File: src/rtl/decode_ctrl_stage.sv
// Instruction-decode control stage: decodes opcode/register fields into the
// RegWrite/MemWrite/MemRead/MemtoDist control set and holds them in one output
// pipeline register. Uses valid/ready on both sides, stalls one bubble on a
// load-use hazard, supports a synchronous flush and counts stall cycles.
module decode_ctrl_stage #(
   parameter int unsigned INSTR_W   = 16,
   parameter int unsigned OPC_W     = 4,
   parameter int unsigned REG_W     = 4,
   parameter int unsigned CNT_W     = 8,
   parameter bit          HAZARD_EN = 1'b1
) (
   input  logic               clk,
   input  logic               rst,
   input  logic               in_valid,
   output logic               in_ready,
   input  logic [INSTR_W-1:0] instr_in,
   input  logic               flush,
   output logic               out_valid,
   input  logic               out_ready,
   output logic [OPC_W-1:0]   out_opcode,
   output logic [REG_W-1:0]   out_rd,
   output logic [REG_W-1:0]   out_rs,
   output logic [REG_W-1:0]   out_rt,
   output logic               out_reg_write,
   output logic               out_mem_write,
   output logic               out_mem_read,
   output logic               out_mem_to_dist,
   output logic [CNT_W-1:0]   stall_cnt
);

   // Field positions, MSB-first: opcode, rd, rs, rt.
   localparam int unsigned RD_HI = INSTR_W - OPC_W - 1;
   localparam int unsigned RS_HI = RD_HI - REG_W;
   localparam int unsigned RT_HI = RS_HI - REG_W;
   localparam int unsigned CLS_W = 4;

   // Decoded view of the incoming instruction.
   logic [OPC_W-1:0] w_opc;
   logic [CLS_W-1:0] w_cls;
   logic [REG_W-1:0] w_rd;
   logic [REG_W-1:0] w_rs;
   logic [REG_W-1:0] w_rt;
   logic             w_reg_write;
   logic             w_mem_write;
   logic             w_mem_read;
   logic             w_rt_used;

   // Handshake and next-state control.
   logic             w_hazard;
   logic             w_accept;
   logic             w_load;
   logic             w_clear;
   logic             w_stall_inc;

   // Output pipeline register.
   logic             r_valid;
   logic [OPC_W-1:0] r_opcode;
   logic [REG_W-1:0] r_rd;
   logic [REG_W-1:0] r_rs;
   logic [REG_W-1:0] r_rt;
   logic             r_reg_write;
   logic             r_mem_write;
   logic             r_mem_read;
   logic             r_mem_to_dist;
   logic [CNT_W-1:0] r_stall_cnt;

   // Field extraction; the control class is the top four opcode bits.
   always_comb begin
      w_opc = instr_in[INSTR_W-1 -: OPC_W];
      w_rd  = instr_in[RD_HI -: REG_W];
      w_rs  = instr_in[RS_HI -: REG_W];
      w_rt  = instr_in[RT_HI -: REG_W];
      w_cls = w_opc[OPC_W-1 -: CLS_W];
   end

   // Control decode: ALU ops (0xxx), 101x, 1101 and loads write a register.
   always_comb begin
      w_reg_write = 1'b0;
      w_mem_write = 1'b0;
      w_mem_read  = 1'b0;
      w_rt_used   = 1'b0;
      if (!w_cls[3])                w_reg_write = 1'b1;
      if (w_cls[3:1] == 3'b101)     w_reg_write = 1'b1;
      if (w_cls == 4'b1101)         w_reg_write = 1'b1;
      if (w_cls == 4'b1000) begin
         w_reg_write = 1'b1;
         w_mem_read  = 1'b1;
      end
      if (w_cls == 4'b1001)         w_mem_write = 1'b1;
      // rt is a source for ALU register-register ops and for stores.
      if (!w_cls[3] || (w_cls == 4'b1001)) w_rt_used = 1'b1;
   end

   // Load-use hazard: held load's destination feeds a source of the new instruction.
   always_comb begin
      w_hazard = 1'b0;
      if (HAZARD_EN && r_valid && r_mem_read) begin
         if (r_rd == w_rs)               w_hazard = 1'b1;
         if (w_rt_used && (r_rd == w_rt)) w_hazard = 1'b1;
      end
   end

   // Input handshake is combinational so a freed slot is usable the same cycle.
   always_comb begin
      in_ready    = !flush && !w_hazard && (!r_valid || out_ready);
      w_accept    = in_valid && in_ready;
      w_stall_inc = in_valid && w_hazard && !flush;
   end

   // Next-state selection: flush beats accept, accept beats drain-to-bubble.
   always_comb begin
      w_load  = 1'b0;
      w_clear = 1'b0;
      if (flush) begin
         w_clear = 1'b1;
      end else if (w_accept) begin
         w_load = 1'b1;
      end else if (r_valid && out_ready) begin
         w_clear = 1'b1;
      end
   end

   // Output pipeline register; a bubble clears every field and control bit.
   always_ff @(posedge clk or posedge rst) begin
      if (rst) begin
         r_valid       <= 1'b0;
         r_opcode      <= '0;
         r_rd          <= '0;
         r_rs          <= '0;
         r_rt          <= '0;
         r_reg_write   <= 1'b0;
         r_mem_write   <= 1'b0;
         r_mem_read    <= 1'b0;
         r_mem_to_dist <= 1'b0;
      end else if (w_load) begin
         r_valid       <= 1'b1;
         r_opcode      <= w_opc;
         r_rd          <= w_rd;
         r_rs          <= w_rs;
         r_rt          <= w_rt;
         r_reg_write   <= w_reg_write;
         r_mem_write   <= w_mem_write;
         r_mem_read    <= w_mem_read;
         r_mem_to_dist <= w_mem_read;
      end else if (w_clear) begin
         r_valid       <= 1'b0;
         r_opcode      <= '0;
         r_rd          <= '0;
         r_rs          <= '0;
         r_rt          <= '0;
         r_reg_write   <= 1'b0;
         r_mem_write   <= 1'b0;
         r_mem_read    <= 1'b0;
         r_mem_to_dist <= 1'b0;
      end
   end

   // Saturating count of cycles an offered instruction was held off by a hazard.
   always_ff @(posedge clk or posedge rst) begin
      if (rst) begin
         r_stall_cnt <= '0;
      end else if (w_stall_inc && (r_stall_cnt != {CNT_W{1'b1}})) begin
         r_stall_cnt <= r_stall_cnt + CNT_W'(1);
      end
   end

   assign out_valid       = r_valid;
   assign out_opcode      = r_opcode;
   assign out_rd          = r_rd;
   assign out_rs          = r_rs;
   assign out_rt          = r_rt;
   assign out_reg_write   = r_reg_write;
   assign out_mem_write   = r_mem_write;
   assign out_mem_read    = r_mem_read;
   assign out_mem_to_dist = r_mem_to_dist;
   assign stall_cnt       = r_stall_cnt;

endmodule

File: config.mk
export PLATFORM = sky130hd
export DESIGN_NAME = decode_ctrl_stage
export DESIGN_NICKNAME = d
export VERILOG_FILES = /design/src/rtl/decode_ctrl_stage.sv
export SDC_FILE = /design/constraint.sdc
export NUM_CORES = 1
export LEC_CHECK = 0
export ABC_CLOCK_PERIOD_IN_PS = 1950
export CAP_MARGIN = 20
export CELL_PAD_IN_SITES_DETAIL_PLACEMENT = 1
export CELL_PAD_IN_SITES_GLOBAL_PLACEMENT = 1
export CORE_MARGIN = 10
export CORE_UTILIZATION = 33
export CTS_BUF_LIST = sky130_fd_sc_hd__clkbuf_16
export CTS_CLUSTER_DIAMETER = 60
export DETAILED_ROUTE_END_ITERATION = 10
export GPL_ROUTABILITY_DRIVEN = 0
export PLACE_DENSITY_LB_ADDON = 0.1
export SETUP_SLACK_MARGIN = 0.02
export SYNTH_ARGS = -nofsm -noshare
export SYNTH_HDL_FRONTEND = slang
export SYNTH_SLANG_ARGS = --single-unit
File: constraint.sdc
create_clock -name clk -period 1.95 [get_ports clk]
set_input_delay 0.195 -clock clk [delete_from_list [all_inputs] [get_ports clk]]
set_output_delay 0.195 -clock clk [all_outputs]
set_load 0.01 [all_outputs]
==> results.md <==
- Status: complete, no violations
- Avg Vias per Cell: between 5 and 6
- Dpl cells: between 200 and 250
- Power per cell area: about 700 nW/um2
- Post-synth cell types: 33
- Number of diodes: 0
- Slew Viols, Final: 0
- Final nets: 201
- HPWL after detailed placement: approximately 3.1 mm
- Mapped Area: between 1000 and 1500 um2
- Gr ovfl total: 0
- Die Ht: around 83 um
- Ratio of cells with drive above 1 in the final layout: 0.191
- Type of the worst setup path: flip-flop to flip-flop
- Seq cells post-synth: 28
- CTS HTree Levels: 1
- Leakage: about 1 nW
- Setup-failing EPs final: 0
- CTS Sinks: 28
- Initial antenna violation count: 0
- Comb pwr share: 0.158
- I/O Pins: between 50 and 60
- Top FF cell, synth: dfrtp_1
- CP max FO: 4
- Final setup margin: 155 ps
- Post-route cell area: 2100 um2
- Worst R2R Setup Slack: 150 ps
- Core Footprint: 3770 um2
- DRC: 0
- DR pass1 iterations: 2
- Total CTS buffers: 3
- Worst-Skew Late Latency: ~270 ps
- Post-synthesis sequential area ratio: 0.529
- Global-route wire length before repair: ~6.8 mm
- Synthesized Nets: around 130
- TritonCTS clock tree: built
- Max clock buf depth: 2
- Root buffer cell: clkbuf_16
- Non-filler cells, final: between 200 and 250
- Asr flop ratio synth: 1.00
- YS warnings: 0
- Reg-to-Reg Start: out_rd[0]$_DFFE_PP0P_
- Slew HR: 0.763
- Sequential power share: 0.424
- F_max: about 0.56 GHz
- Post-synthesis cell count: between 100 and 150
- Port Buffer Count: 50
- Worst Path Required: 2110 ps
- Hold_buf cts: 0
- Wirelength, routed: 4.22 mm
- Max cap viols: 0
- Crit start category: flip-flop
- Placed cell area: just under 2000 um2
- Final Hold Fails: 0
- Via count: roughly 1100
- Final ANT Viol Nets: 0
- Largest net degree at the start of global routing: 29
- RSZ-0062 raised after global routing: no
- Final Cycle Share: 0.921
- Switch share: 0.219
- Slew @ Worst Pin: about 350 ps
- Place WS: -176 ps
- Vias in the first global route: 1308
- Clk pwr share: 0.417
- HP Class: primary input to asynchronous set/reset pin
- CP arrival: 1950 ps
- DIE AREA: between 6000 and 7000 um2
- Psw: 0.000321 W
- Site Rows: 22
- Clock Skew: between 6 and 7 ps
- Synth Area per Inst: around 12 um2
- Initial core utilization: 0.351
- Initial DRC Count: 29
- Worst-path clk slew: about 70 ps
- Period minus WS final: ~1800 ps
- Hold WS: between 200 and 300 ps
- FF-to-FF End: stall_cnt[1]$_DFFE_PP0P_
- Cells on worst reg2reg path: 6
- Worst ir drop on vdd: ~0.43 mV
- Gr usage total: 0.120
- EDFF count, synth: 0
- Die width: between 80 and 90 um
- Crit. End Element: flip-flop
- Area Growth Syn to Fin: 58.9%
- Routed len/inst: approximately 19 um
- Int Pwr: about 0.0011 W
-- power by group through the flow --
| stage | clock network [W] | logic [W] | registers [W] |
|---|---|---|---|
| final | 0.000613 | 0.000233 | 0.000622 |
| after global routing | 0.000645 | 0.000252 | 0.000626 |
| after CTS | 0.000624 | 0.000236 | 0.000622 |
| after detailed placement | 0 | 0.000228 | 0.000633 |
| after global placement | 0 | 0.000221 | 0.000632 |
| after floorplan | 0 | 0.0000764 | 0.000641 |
-- Yosys cell counts, types with 3 or more instances --
cell type | n | area, um2
nor2_1 | 4 | 15.0
nand3_1 | 4 | 20.0
xor2_1 | 10 | 87.6
dfrtp_1 | 28 | 701
inv_1 | 3 | 11.3
xnor2_1 | 5 | 43.8
nand4_1 | 5 | 31.3
buf_6 | 3 | 33.8
a22o_1 | 16 | 140
nand2_1 | 5 | 18.8
-- placed cells by master (no fill, tap or decap), drive strengths merged, types with 2 or more instances in the layout --
cell | synthesis | layout
nor2 | 4 | 4
a22o | 16 | 16
nor3 | 3 | 3
nand4 | 5 | 5
clkdlybuf4s50 | 0 | 49
nand2 | 5 | 5
and2 | 2 | 2
xor2 | 10 | 10
xnor2 | 5 | 5
o21ai | 2 | 2
buf | 4 | 19
dfrtp | 28 | 28
clkbuf | 1 | 4
nand3 | 4 | 4
a21oi | 2 | 2
and3 | 3 | 3
inv | 3 | 3
-- worst max-delay path: stages, from the launching register on --
cell       delay [ps]
dfrtp_2           440
xor2_1            180
nor3_2            260
buf_4             150
o2bb2ai_1         140
and2_1            180
mux2_2            330
-- timing repair --
item / CTS / global route
pin swaps: 1 / 1
setup buffers: 3 / 0
resized for setup: 1 / 4
setup endpoints to repair: 1 / 1
hold endpoints to repair: 0 / 0
-- flip-flops by register name (all words and copies together), names as in the netlist --
signal           flops
stall_cnt            8
out_opcode           4
out_rd               4
out_rs               4
out_rt               4
out_mem_to_dist      1
out_mem_write        1
out_reg_write        1
out_valid            1
-- worst max path at each step --
stage,from,to
4_1_cts,out_rd[1]$_DFFE_PP0P_,in_ready
3_3_place_gp,instr_in[12],in_ready
3_5_place_dp,instr_in[12],in_ready
5_1_grt,out_rd[2]$_DFFE_PP0P_,stall_cnt[1]$_DFFE_PP0P_
2_1_floorplan,out_rd[1]$_DFFE_PP0P_,out_rd[0]$_DFFE_PP0P_
6_report,out_rd[0]$_DFFE_PP0P_,stall_cnt[1]$_DFFE_PP0P_
-- cell families (layout without fill, tap and decap cells) --
group,after synthesis,in the layout,synth area share
xor gates and xnor gates,15,15,0.0992
adders and majority gates,1,1,0.00945
muxes,1,1,0.00851
AOI/OAI and AO/OA,27,27,0.181
buffers and inverters,8,76,0.0425
and+or+nand+nor,30,30,0.130
DFF,28,28,0.529
-- metrics by stage --
step / setup TNS, ps / power, W / util
finish: 0 / 0.00147 / 0.558
global route: 0 / 0.00152 / 0.558
CTS: 0 / 0.00148 / 0.556
detailed placement: -835 / 0.000861 / 0.523
global placement: -357 / 0.000853 / 0.523
floorplan: 0 / 0.000717 / -
-- area by class of cell --
type	count	area (um2)
multi-input cells	74	574
fillers	398	1670
inverters	3	11.3
clock buffers	3	75.1
clock inverters	1	30.0
well taps	48	60.1
flip-flops and latches	28	702
repair buffers	69	651
-- per-layer routing --
layer,vias up,track usage,share of wire
li1,536,-,-
met1,562,0.126,0.40
met2,37,0.207,0.52
met3,7,0.0469,0.069
met4,0,0.0508,0.013
met5,-,0,0
No activity file was read; power rests on OpenSTA's default activity.
